==> src/rtl/uio_bus_arbiter.sv <==
// uio_bus_arbiter
// Gives one internal requester at a time the 8-bit bidirectional uio pad bus.
// Requesters are served round-robin and each grant is limited to MAX_HOLD
// cycles. When the bus direction changes, the arbiter keeps the pads
// released (uio_oe=0) for TURN_CYC dead cycles before it issues the grant.
//
// Timing of a grant, one OWN cycle at a time:
//   - gnt is registered, so it is high during exactly the OWN cycles.
//   - A writer's data is sampled in each OWN cycle and shows on uio_out in
//     the next cycle. uio_oe goes high together with that data.
//   - uio_oe drops on the same edge that ends the grant, so the pads are
//     never driven in IDLE.
//   - A reader's uio_in is captured into rdata in each OWN cycle, and rvalid
//     is high in the cycle after each capture.
module uio_bus_arbiter #(
  parameter int N_REQ    = 4,
  parameter int TURN_CYC = 1,
  parameter int MAX_HOLD = 8
) (
  input  logic               clk,
  input  logic               rst_n,
  input  logic               ena,
  input  logic [N_REQ-1:0]   req,
  input  logic [N_REQ-1:0]   dir,
  input  logic [8*N_REQ-1:0] wdata,
  output logic [N_REQ-1:0]   gnt,
  output logic [7:0]         rdata,
  output logic               rvalid,
  input  logic [7:0]         uio_in,
  output logic [7:0]         uio_out,
  output logic [7:0]         uio_oe
);

  localparam int IDX_W  = (N_REQ > 2) ? $clog2(N_REQ) : 1;
  localparam int TURN_W = (TURN_CYC > 2) ? $clog2(TURN_CYC) : 1;

  localparam logic [IDX_W-1:0]  LAST_IDX  = IDX_W'(N_REQ - 1);
  localparam logic [IDX_W:0]    N_REQ_EXT = (IDX_W + 1)'(N_REQ);
  localparam logic [TURN_W-1:0] TURN_LAST = TURN_W'(TURN_CYC - 1);
  localparam logic [7:0]        HOLD_LAST = 8'(MAX_HOLD - 1);

  typedef enum logic [1:0] {
    IDLE,
    TURN,
    OWN
  } state_t;

  state_t            state_q, state_d;
  logic [IDX_W-1:0]  owner_q, owner_d;
  logic              owner_dir_q, owner_dir_d;
  logic [IDX_W-1:0]  rr_ptr_q, rr_ptr_d;
  logic              last_dir_q, last_dir_d;
  logic [7:0]        hold_q, hold_d;
  logic [TURN_W-1:0] turn_q, turn_d;

  logic [N_REQ-1:0]  gnt_d;
  logic [7:0]        oe_d;
  logic [7:0]        out_d;
  logic [7:0]        rdata_d;
  logic              rvalid_d;

  logic              win_found;
  logic [IDX_W-1:0]  win_idx;
  logic [7:0]        wbyte [N_REQ];

  genvar gi;
  generate
    for (gi = 0; gi < N_REQ; gi++) begin : g_wbyte
      assign wbyte[gi] = wdata[8*gi +: 8];
    end
  endgenerate

  // Round-robin pick: the first active request found at or after rr_ptr,
  // wrapping past the last requester.
  always_comb begin
    logic [IDX_W:0]   cand_ext;
    logic [IDX_W-1:0] cand;
    cand_ext  = '0;
    cand      = '0;
    win_found = 1'b0;
    win_idx   = '0;
    for (int k = 0; k < N_REQ; k++) begin
      cand_ext = {1'b0, rr_ptr_q} + (IDX_W + 1)'(k);
      if (cand_ext >= N_REQ_EXT) begin
        cand_ext = cand_ext - N_REQ_EXT;
      end
      cand = cand_ext[IDX_W-1:0];
      if (!win_found && req[cand]) begin
        win_found = 1'b1;
        win_idx   = cand;
      end
    end
  end

  // Next-state logic and next values of the registered pad and grant outputs.
  always_comb begin
    state_d     = state_q;
    owner_d     = owner_q;
    owner_dir_d = owner_dir_q;
    rr_ptr_d    = rr_ptr_q;
    last_dir_d  = last_dir_q;
    hold_d      = hold_q;
    turn_d      = turn_q;
    gnt_d       = '0;
    oe_d        = 8'h00;
    out_d       = uio_out;
    rdata_d     = rdata;
    rvalid_d    = 1'b0;

    case (state_q)
      IDLE: begin
        if (ena && win_found) begin
          owner_d     = win_idx;
          owner_dir_d = dir[win_idx];
          hold_d      = '0;
          if (dir[win_idx] == last_dir_q) begin
            state_d        = OWN;
            gnt_d[win_idx] = 1'b1;
          end else begin
            state_d = TURN;
            turn_d  = '0;
          end
        end
      end

      TURN: begin
        if (!ena) begin
          state_d = IDLE;
          turn_d  = '0;
        end else if (turn_q == TURN_LAST) begin
          state_d        = OWN;
          turn_d         = '0;
          last_dir_d     = owner_dir_q;
          gnt_d[owner_q] = 1'b1;
        end else begin
          turn_d = turn_q + TURN_W'(1);
        end
      end

      OWN: begin
        if (owner_dir_q) begin
          out_d = wbyte[owner_q];
        end else begin
          rdata_d  = uio_in;
          rvalid_d = 1'b1;
        end

        if (!ena) begin
          state_d = IDLE;
          hold_d  = '0;
        end else if (!req[owner_q] || (hold_q == HOLD_LAST)) begin
          state_d  = IDLE;
          hold_d   = '0;
          rr_ptr_d = (owner_q == LAST_IDX) ? '0 : owner_q + IDX_W'(1);
        end else begin
          hold_d         = hold_q + 8'd1;
          gnt_d[owner_q] = 1'b1;
          oe_d           = owner_dir_q ? 8'hFF : 8'h00;
        end
      end

      default: begin
        state_d = IDLE;
      end
    endcase
  end

  // State register and registered outputs, cleared immediately by reset.
  always_ff @(posedge clk or negedge rst_n) begin
    if (!rst_n) begin
      state_q     <= IDLE;
      owner_q     <= '0;
      owner_dir_q <= 1'b0;
      rr_ptr_q    <= '0;
      last_dir_q  <= 1'b0;
      hold_q      <= '0;
      turn_q      <= '0;
      gnt         <= '0;
      uio_oe      <= 8'h00;
      uio_out     <= 8'h00;
      rdata       <= 8'h00;
      rvalid      <= 1'b0;
    end else begin
      state_q     <= state_d;
      owner_q     <= owner_d;
      owner_dir_q <= owner_dir_d;
      rr_ptr_q    <= rr_ptr_d;
      last_dir_q  <= last_dir_d;
      hold_q      <= hold_d;
      turn_q      <= turn_d;
      gnt         <= gnt_d;
      uio_oe      <= oe_d;
      uio_out     <= out_d;
      rdata       <= rdata_d;
      rvalid      <= rvalid_d;
    end
  end

endmodule

==> config.mk <==
export PLATFORM = sky130hd
export DESIGN_NAME = uio_bus_arbiter
export DESIGN_NICKNAME = d
export VERILOG_FILES = /design/src/rtl/uio_bus_arbiter.sv
export SDC_FILE = /design/constraint.sdc
export NUM_CORES = 1
export LEC_CHECK = 0
export CAP_MARGIN = 20
export CORE_MARGIN = 2
export CORE_UTILIZATION = 45
export DETAILED_ROUTE_END_ITERATION = 8
export DONT_BUFFER_PORTS = 1
export PLACE_DENSITY = 0.62
export SLEW_MARGIN = 0
export SYNTH_ARGS = -nofsm -noshare
export SYNTH_HDL_FRONTEND = slang
export SYNTH_SLANG_ARGS = --single-unit
==> constraint.sdc <==
create_clock -name clk -period 2 [get_ports clk]
set_input_delay 0.2 -clock clk [delete_from_list [all_inputs] [get_ports clk]]
set_output_delay 0.2 -clock clk [all_outputs]
set_load 0.005 [all_outputs]
---- Yosys cells after proc, flatten, opt, wreduce, memory -nomap -nowiden ----
Index checks and enable logic that the tools add are counted.
storage, ports and cells
  bits in registers ....................... 46
  input port bits ......................... 51
  output and inout port bits .............. 29
  logic and storage cells ................. 130
cells by class
  add/sub/neg operators ................... 10
  order comparisons ....................... 13
  eq/ne operators ......................... 9
  mux-type cells .......................... 61
  bitwise operators ....................... 3
  reduce and logical (&&, ||, !) cells .... 22
operators by type and width
  operator                                                                count
  8-bit 2-to-1 mux                                                        9
  2-bit 2-to-1 mux                                                        15
  4-bit 2-to-1 mux                                                        6
  2-bit by 3-bit < comparator with 1-bit output (second input constant)   6
  1-bit 2-to-1 mux                                                        18
  8-bit binary-select mux with 2-bit select                               1
  8-bit case mux with 2 select lines                                      1
  1-bit binary-select mux with 2-bit select                               6
  3-bit >= comparator (second input constant)                             4
  4-bit case mux with 3 select lines                                      1
  3-bit AND reduction                                                     4
  8-bit by 1-bit adder with 8-bit output (second input constant)          1
  8-bit by 3-bit == test with 1-bit output (second input constant)        1
  2-bit AND reduction                                                     4
  2-bit by 1-bit subtractor with 2-bit output (second input constant)     4
  2-bit by 2-bit adder with 3-bit output (second input constant)          2
  1-bit logical AND                                                       6
  3-bit inequality test (second input constant)                           2
  2-bit case mux with 3 select lines                                      1
  1-bit demux with 2-bit select                                           2
  2-bit == test (second input constant)                                   2
  2-bit by 1-bit >= comparator with 1-bit output (second input constant)  2
  1-bit logical NOT                                                       4
  2-bit inequality test (second input constant)                           2
  12 further kinds                                                        14

---- Logic depth before layout (Yosys ltp) ----
Gate-level depths: netlist (run 1).
  depth after elaboration ................. 21
  depth in mapped cells ................... 8
  gate-level depth less buffers ........... 7

---- Worst setup path after synthesis (run 1) ----
Ideal clock, no wire load.
  path type ............................... flip-flop to flip-flop
  from .................................... register hold_q[4]
  to ...................................... register hold_q[6]
  library setup time ...................... 0.121 ns
  arrival time ............................ 1.714 ns
  data required time ...................... 1.879 ns
  slack ................................... 0.165 ns
  cell stages (with the launch flop) ...... 7
  buffers on the path ..................... 1
  clock period less this slack ............ 1.835 ns
  cell sequence ........................... dfrtp_1 or4_1 o31ai_2 or2_1 buf_6 o21ai_2 a22o_1
between the ends
  word-level cells in the longest chain between the ends .. 5
  elaborated cells on any way between the ends .. 6
  those cells by class .................... add/sub (1); eq/ne (1); mux (3); reduce/logical (1)
RTL lines
  item                                                                                            line  RTL
  start, declared                                                                                 53    logic [7:0] hold_q, hold_d;
  start signal, assigned                                                                          189   hold_q <= hold_d;
  parallel branches: the longest is 2 deep, another holds 8-bit by 1-bit adder with 8-bit output  -
  8-bit 2-to-1 mux (*)                                                                            151   end else if (!req[owner_q] || (hold_q == HOLD_LAST)) begin
  8-bit 2-to-1 mux (*)                                                                            148   if (!ena) begin
  8-bit case mux with 2 select lines (*)                                                          110   case (state_q)
Every way passes the cells marked *.
A chain may end at the register's enable or synchronous reset.

---- Final worst setup path (run 1) ----
  from .................................... register hold_q[5]
  to ...................................... register gnt[2]
between the ends
  word-level cells in the longest chain between the ends .. 5
RTL lines
  item                                      line  RTL
  8-bit by 3-bit == test with 1-bit output  151
  1-bit logical OR                          151
  4-bit 2-to-1 mux                          151
  4-bit 2-to-1 mux                          148
  4-bit case mux with 3 select lines        110
  via gnt_d[2]                              56    logic [N_REQ-1:0] gnt_d;
  end signal, assigned                      191   gnt <= gnt_d;
  end, declared                             26    output logic [N_REQ-1:0] gnt,
The timed path passes the listed nets, and every way through them passes these cells.

==> results of run 1 <==
[cell usage after synthesis (2+ instances only)]
| cell type | count |
|---|---|
| sky130_fd_sc_hd__o211ai_1 | 2 |
| sky130_fd_sc_hd__a32o_1 | 4 |
| sky130_fd_sc_hd__dfrtp_1 | 38 |
| sky130_fd_sc_hd__mux4_2 | 9 |
| sky130_fd_sc_hd__inv_1 | 4 |
| sky130_fd_sc_hd__a21oi_1 | 2 |
| sky130_fd_sc_hd__nor2b_1 | 3 |
| sky130_fd_sc_hd__o21ai_0 | 9 |
| sky130_fd_sc_hd__and2_1 | 3 |
| sky130_fd_sc_hd__xnor2_1 | 4 |
| sky130_fd_sc_hd__buf_4 | 7 |
| sky130_fd_sc_hd__nand4_1 | 2 |
| sky130_fd_sc_hd__clkbuf_1 | 2 |
| sky130_fd_sc_hd__o21ai_1 | 3 |
| sky130_fd_sc_hd__mux2_2 | 20 |
| sky130_fd_sc_hd__nand2_1 | 15 |
| sky130_fd_sc_hd__a22o_1 | 2 |
| sky130_fd_sc_hd__a31oi_1 | 2 |
| sky130_fd_sc_hd__a21o_1 | 2 |
| sky130_fd_sc_hd__nand3_1 | 5 |
| sky130_fd_sc_hd__nor2_1 | 11 |
| sky130_fd_sc_hd__ha_1 | 5 |
| sky130_fd_sc_hd__or3_1 | 2 |
| sky130_fd_sc_hd__mux2i_1 | 4 |
| sky130_fd_sc_hd__nand2b_1 | 3 |
[worst paths after layout]
path,cells past startpoint,to
worst max-delay path,5,gnt[2]
worst min-delay path,1,rdata[7]
worst max register to register,5,gnt[2]
worst min register to register,1,hold_q[0]
max in group asynchronous,2,rr_ptr_q[0]
min in group asynchronous,2,hold_q[0]
[layout make-up]
type | instances | area, sq um
clock buffer | 7 | 86.3
clock inverter | 1 | 5.00
fill | 395 | 2140
inverter | 4 | 15.0
multi-input combinational | 126 | 1070
sequential | 38 | 952
tap | 52 | 65.1
timing repair buffer | 9 | 82.6
[per-stage QoR]
stage                     hold WS (ns)  total power [mW]  setup TNS [ns]  instances  instance area [sq um]
after floorplan                -0.0956              2.18               0        180                   2100
after global placement         -0.0946              2.35               0        225                   2120
after detailed placement       -0.0947              2.42               0        225                   2120
after CTS                       0.0471              2.99               0        235                   2240
after global routing            0.0400              3.21         -0.0237        237                   2280
final                           0.0534              3.01               0        237                   2280
[sequential cells by signal, indices dropped and copies added, names as in the netlist, 2 cells and up]
| name | count |
|---|---|
| rdata | 8 |
| owner_q | 2 |
| rr_ptr_q | 2 |
| state_q | 2 |
| uio_out | 8 |
| hold_q | 8 |
| gnt | 4 |
[logic make-up (layout without fill, tap and decap cells)]
group	count (synthesis)	count (layout)	share of synthesized area
simple gates	52	52	0.124
mux	33	33	0.223
fa+ha+maj	5	5	0.0298
buf+inv	16	21	0.0453
compound gates	32	32	0.108
xor+xnor	4	4	0.0167
flops	38	38	0.453
[power groups by stage]
stage	logic (mW)	registers [mW]	clock network, mW
after floorplan	0.933	1.24	0
after global placement	1.03	1.32	0
after detailed placement	1.09	1.33	0
after CTS	1.11	1.32	0.562
after global routing	1.26	1.36	0.594
final	1.15	1.32	0.546
[per-layer routing]
| metal | up-vias | global-route usage | wire length, um |
|---|---|---|---|
| met5 | - | 0 | 0 |
| met4 | 0 | 0.0860 | 102 |
| met3 | 12 | 0.0542 | 249 |
| met2 | 45 | 0.303 | 2410 |
| met1 | 724 | 0.219 | 1760 |
| li1 | 662 | - | - |
[repair_timing]
| item | 4_1_cts | 5_1_grt |
|---|---|---|
| hold buffers | 2 | 0 |
| setup buffers | 0 | 2 |
| endpoints found under the hold margin | 38 | 0 |
| endpoints found under the setup margin | 0 | 13 |
| gates resized for setup | 0 | 7 |
==> reports/summary.md, run 1 <==
IR analysis of the VDD net gives a maximum drop of 0.574 mV. The largest fanout on the critical path works out to 5. At the pin with the least slew margin, the transition time is 0.489 ns. For the worst setup path, the data arrival time is 2.09 ns. Share of total power in combinational logic: 0.381. The part of the Yosys area used for sequential elements was 0.453. The tools report the total overflow reported by the global router as 0. The analysis attributes to net switching a power of 1.04 mW. In the layout the commonest cells are 37 x sky130_fd_sc_hd__dfrtp_1, 20 x sky130_fd_sc_hd__mux2_2, 15 x sky130_fd_sc_hd__nand2_1. The region available for standard cell placement spans 0.00441 sq mm. The class of the tightest hold or removal check is in -> reg.

Using the TritonRoute via totals, the vias-per-cell ratio works out to 6.09. After synthesis, the cell types taking the most area are sky130_fd_sc_hd__dfrtp_1 45%, sky130_fd_sc_hd__mux2_2 11%, sky130_fd_sc_hd__mux4_2 9.7%. In the final routed layout, each cell accounts on average for 19.1 um. The net count of the finished layout is 240. STA classifies the critical path endpoint as a register. The part of the cycle the worst path needs is 0.956. The flow ran to the end, and the final reports show no timing, DRC or antenna violations.

The via count of the first global-routing pass is 1512. Timing analysis after detailed placement gives a worst setup slack of 0.0568 ns. Among all flip-flop cells after synthesis, the most frequent one is sky130_fd_sc_hd__dfrtp_1. For the number of max-slew violations in the final report, the log shows 0. The minimum clock period after layout was 1.91 ns.

The delay of the slowest critical-path stage was 0.54 ns; the number of antenna violations at the first check in global routing was 0. The beginning of the worst hold path is uio_in[7]. In the synthesized netlist, the number of instances is 180.

The signal on the critical path passes through or4_4, o31ai_4, o21ai_1, and2_2, a32o_1. For the number of nets in the synthesized netlist, the log shows 236. The tree is rooted in a sky130_fd_sc_hd__clkbuf_8. The startpoint identified for the worst register-to-register timing path is hold_q[5]. Summing over every cut layer, the via total after detailed routing is 1443. The layout cell share with drive strength beyond 1 is 0.286, and the number of buffers inserted during clock tree synthesis is 5. Counting flops with a built-in enable in the synthesized netlist gives 0. The tools report the global-route total usage across every layer as 0.183.

The setup path with the least slack is of type reg -> reg. For the end-of-flow core utilization, the log shows 0.516. The repair_antennas step left the layout with diodes totalling 0. The first-pass GRT wire length is 7.19 mm, and the DRC violations left is 0. The clock drives 38 sinks. The count of warnings emitted by yosys was 0.

Area share of the largest cell type after synthesis: 0.453. Of all cell types, the one taking the most synthesized area is sky130_fd_sc_hd__dfrtp_1. The congestion estimate from routability-driven global placement came to 0.988.

The height of the die is 72.3 um. The placed wire-length estimate after detailed placement was 3.38 mm. The achievable clock frequency is 523 MHz, and the mean cell area of the mapped netlist is 11.7 sq um. The sequential share of power was 0.437.

For this design the top-level I/O count stands at 80. The critical path starts at hold_q[5]. Internal power: 1.97 mW. The share of synthesized flip-flops with an asynchronous set or reset came out at 1.00. Proportion of total power due to net switching: 0.346.

The logs give 0.672 for the worst relative slew slack and 0.00635 ns for the worst clock skew on the final layout. Entering global routing, the biggest net connects 39 pins. The setup check on the worst reg-to-reg path leaves a slack of 0.09 ns. The H-tree generated during clock tree synthesis spans 2 levels. The area growth from synthesis to layout is 8.59%. Power spread over the standard cell area amounts to 1320 mW/mm^2. From left edge to right edge, the die measures 72.3 um. The number of buffers inserted by port buffering is 0.

The tools report the number of endpoints with negative hold slack in the final report as 0. After detailed routing, the total wire length is 4.52 mm. In this run, synthesis produced a sequential element count of 38.

The clock passes through at most 2 buffers. The slowest library cell on the worst path was sky130_fd_sc_hd__or4_4. After synthesis the cells add up to 0.00210 sq mm.

In this run, the number of DRC markers left after iteration 0 of detailed routing was 82. The leading cell type in the layout, fill and taps excluded was sky130_fd_sc_hd__dfrtp_1. Setup violations remaining at the end of the flow were counted as 0.

The tools report the portion of total power attributed to the clock network as 0.182. The run gives 0.475 as the effective utilization at floorplan. The analysis attributes to cell leakage a power of 0.967 nW. The clock reaches the later pin of the worst-skew pair after 0.29 ns. The clock transition at the register clock pins on the worst setup and hold paths after CTS is 0.07 ns, and the number of antenna-violating nets in the routed design is 0. The logs give 4 for the number of search-and-repair iterations in the first detailed-routing pass and 24 for the row count. The worst path buffer plus inverter count is 0. TritonCTS built the clock tree. Grouping stages by cell kind, the critical path spends the most delay in simple AND/OR/NAND/NOR gates.

After synthesis, the netlist uses 42 different library cells. Endpoint required time on the critical path: 2.18 ns. Setup repair after global routing could not meet its margin everywhere. The overall die area came out at 0.00522 sq mm. Max-cap violations in this run came to 0. STA classifies the critical path startpoint as a register. Setup slack on the critical path of the routed design comes to 0.0887 ns.
No activity file was read; power rests on OpenSTA's default activity.
==> run 2, diff against run 1 <==
Settings changed: BUFFER_PORTS_ARGS set to -buffer_cell sky130_fd_sc_hd__buf_2, CORE_MARGIN 2 to unset, CORE_UTILIZATION 45 to 44, DONT_BUFFER_PORTS 1 to unset, PLACE_DENSITY 0.62 to 0.76, TNS_END_PERCENT set to 5.
==> reports/summary.md, run 2 (synthesized netlist as in run 1, its figures left out) <==
The ratio of routed vias to standard cells was 5.36; the via count of the routed design was 1671. For the count of inserted antenna diode cells, the log shows 0. The final layout contains 315 nets. The minimum clock period after layout came out at 1.90 ns. First-pass GRT wire length: 7.22 mm.

The number of antenna-violating nets in the routed design was 0. For the clock latency of the later-clocked register in the worst-skew pair, the log shows 0.29 ns. The class of the tightest hold or removal check is in -> async.

For the routability congestion estimate from global placement, the log shows 0.924. The largest registers in the layout are hold_q: 8 flops, rdata: 8 flops, uio_out: 8 flops. The horizontal die dimension is 71.0 um.

Leaving out fill and tap cells, the most frequent cell in the layout is sky130_fd_sc_hd__buf_2. Number of buffers inserted by port buffering: 79. Relative to the synthesized area, the layout overhead comes to 25.1%. The logs give 1.28 nW for the leakage power of the design and 0 for the number of maximum-capacitance constraint violations. STA classifies the critical path startpoint as a register. The via count of the first global-routing pass was 1650. In the layout the commonest cells are 79 x sky130_fd_sc_hd__buf_2, 38 x sky130_fd_sc_hd__dfrtp_1, 20 x sky130_fd_sc_hd__mux2_2. The cell area after placement came out at 0.00251 sq mm.

The average detailed-routed wire length per instance came out at 13.7 um. The layout cell share with drive strength beyond 1 was 0.485; the largest fanout on the critical path was 5. The number of clock buffers added by TritonCTS is 5. TritonCTS built the clock tree. The logs give 0.00505 sq mm for the overall die area and 0 ns for the setup TNS after final layout.

The part of the cycle the worst path needs was 0.949; the worst IR drop on VDD was 0.517 mV. Power spread over the standard cell area amounts to 1200 mW/mm^2. The total overflow reported by the global router was 0; the placeable core region was 0.00447 sq mm. Counting every sink on the clock net gives 38. Between clock sinks in the finished design, the worst skew comes to 0.00406 ns. The checks that failed: design-rule violations. The tools report the endpoint required time on the critical path as 2.17 ns.

The worst setup path category is reg -> reg. The worst reg-to-reg path cell count came out at 5. The first TritonRoute pass finished after 9 iterations. The end-of-flow core utilization was 0.586; the achievable clock frequency was 527 MHz. Entering global routing, the biggest net connects 39 pins. The logs give 0.469 for the effective utilization at floorplan and 7 for the DRC violations left.

80 I/O pins were placed. For the pin with the worst max-slew slack, the measured transition is 0.829 ns. Clock-pin slew was measured on the worst setup and hold paths at 0.07 ns.

Setup violations remaining at the end of the flow were counted as 0. After floorplanning, the core was divided into 24 placement rows. The number of endpoints with negative hold slack in the final report was 0; the worst hold slack after final layout was 0.00826 ns. Number of antenna violations at the first check in global routing: 0. The detailed router finished its first iteration with 103 violations.

The global-route total usage across every layer came out at 0.183. Wires add up to 4.28 mm. Counting along the longest clock path gives a buffer depth of 2. The slack of the critical path is 0.103 ns, and the worst relative slew slack is 0.447. The tree is rooted in a sky130_fd_sc_hd__clkbuf_8.

Summed over all nets, the half-perimeter wirelength after detailed placement is 3.32 mm. The run gives 0 as the number of max-slew violations in the final report. The run finished, with violations left. The post-route cell area is 0.00262 sq mm. Type of destination of the critical path: a register. From bottom edge to top edge, the die measures 71.0 um. Setup repair after global routing left no endpoint under its margin. For the number of H-tree levels, the log shows 2. The worst slack at placement is 0.0705 ns, and the arrival time at the worst endpoint is 2.07 ns.
==> run 2: final timing paths <==
| path | start | endpoint | slack, ns |
|---|---|---|---|
| max in group asynchronous | rst_n | hold_q[2] | 1.47 |
| min reg2reg | uio_out[7] | uio_out[7] | 0.50 |
| max reg2reg | hold_q[5] | gnt[0] | 0.10 |
| min | rst_n | gnt[0] | 0.008 |
| max | hold_q[5] | gnt[0] | 0.10 |
| min in group clk | uio_in[6] | rdata[6] | 0.14 |
==> run 2: cell type report <==
| type | instances | area (sq um) |
|---|---|---|
| inverter | 4 | 15.0 |
| tap | 52 | 65.1 |
| sequential | 38 | 951 |
| timing repair buffer | 84 | 433 |
| multi-input combinational | 126 | 1070 |
| clock buffer | 7 | 86.3 |
| clock inverter | 1 | 5.00 |
| fill | 388 | 1850 |
==> run 2: what timing repair did <==
action / CTS / global route
setup buffers: 0 / 0
endpoints found under the setup margin: 0 / 7
hold buffers: 0 / 0
resized for setup: 0 / 3
==> run 2: stage by stage <==
| stage | instances | power, mW |
|---|---|---|
| 3_5_place_dp | 304 | 2.64 |
| 5_1_grt | 312 | 3.38 |
| 3_3_place_gp | 304 | 2.60 |
| 6_report | 312 | 3.16 |
| 4_1_cts | 312 | 3.17 |
| 2_1_floorplan | 180 | 2.18 |
==> run 2: where the power goes <==
group	internal, mW	switching (mW)
sequential	1.05	0.189
combinational	0.771	0.611
clock	0.278	0.261
total	2.10	1.06
==> run 2: metal layers <==
metal	GRT usage	up-vias	part of all wire
li1	-	815	-
met1	0.227	789	0.45
met2	0.301	63	0.47
met3	0.0413	4	0.060
met4	0.0889	0	0.011
met5	0	-	0
==> run 2: critical path, stage by stage (launching register included) <==
cell                      delay, ns
sky130_fd_sc_hd__dfrtp_1       0.42
sky130_fd_sc_hd__or4_1         0.56
sky130_fd_sc_hd__o31ai_4       0.24
sky130_fd_sc_hd__o21ai_0       0.12
sky130_fd_sc_hd__and2_1        0.22
sky130_fd_sc_hd__a32o_1        0.22
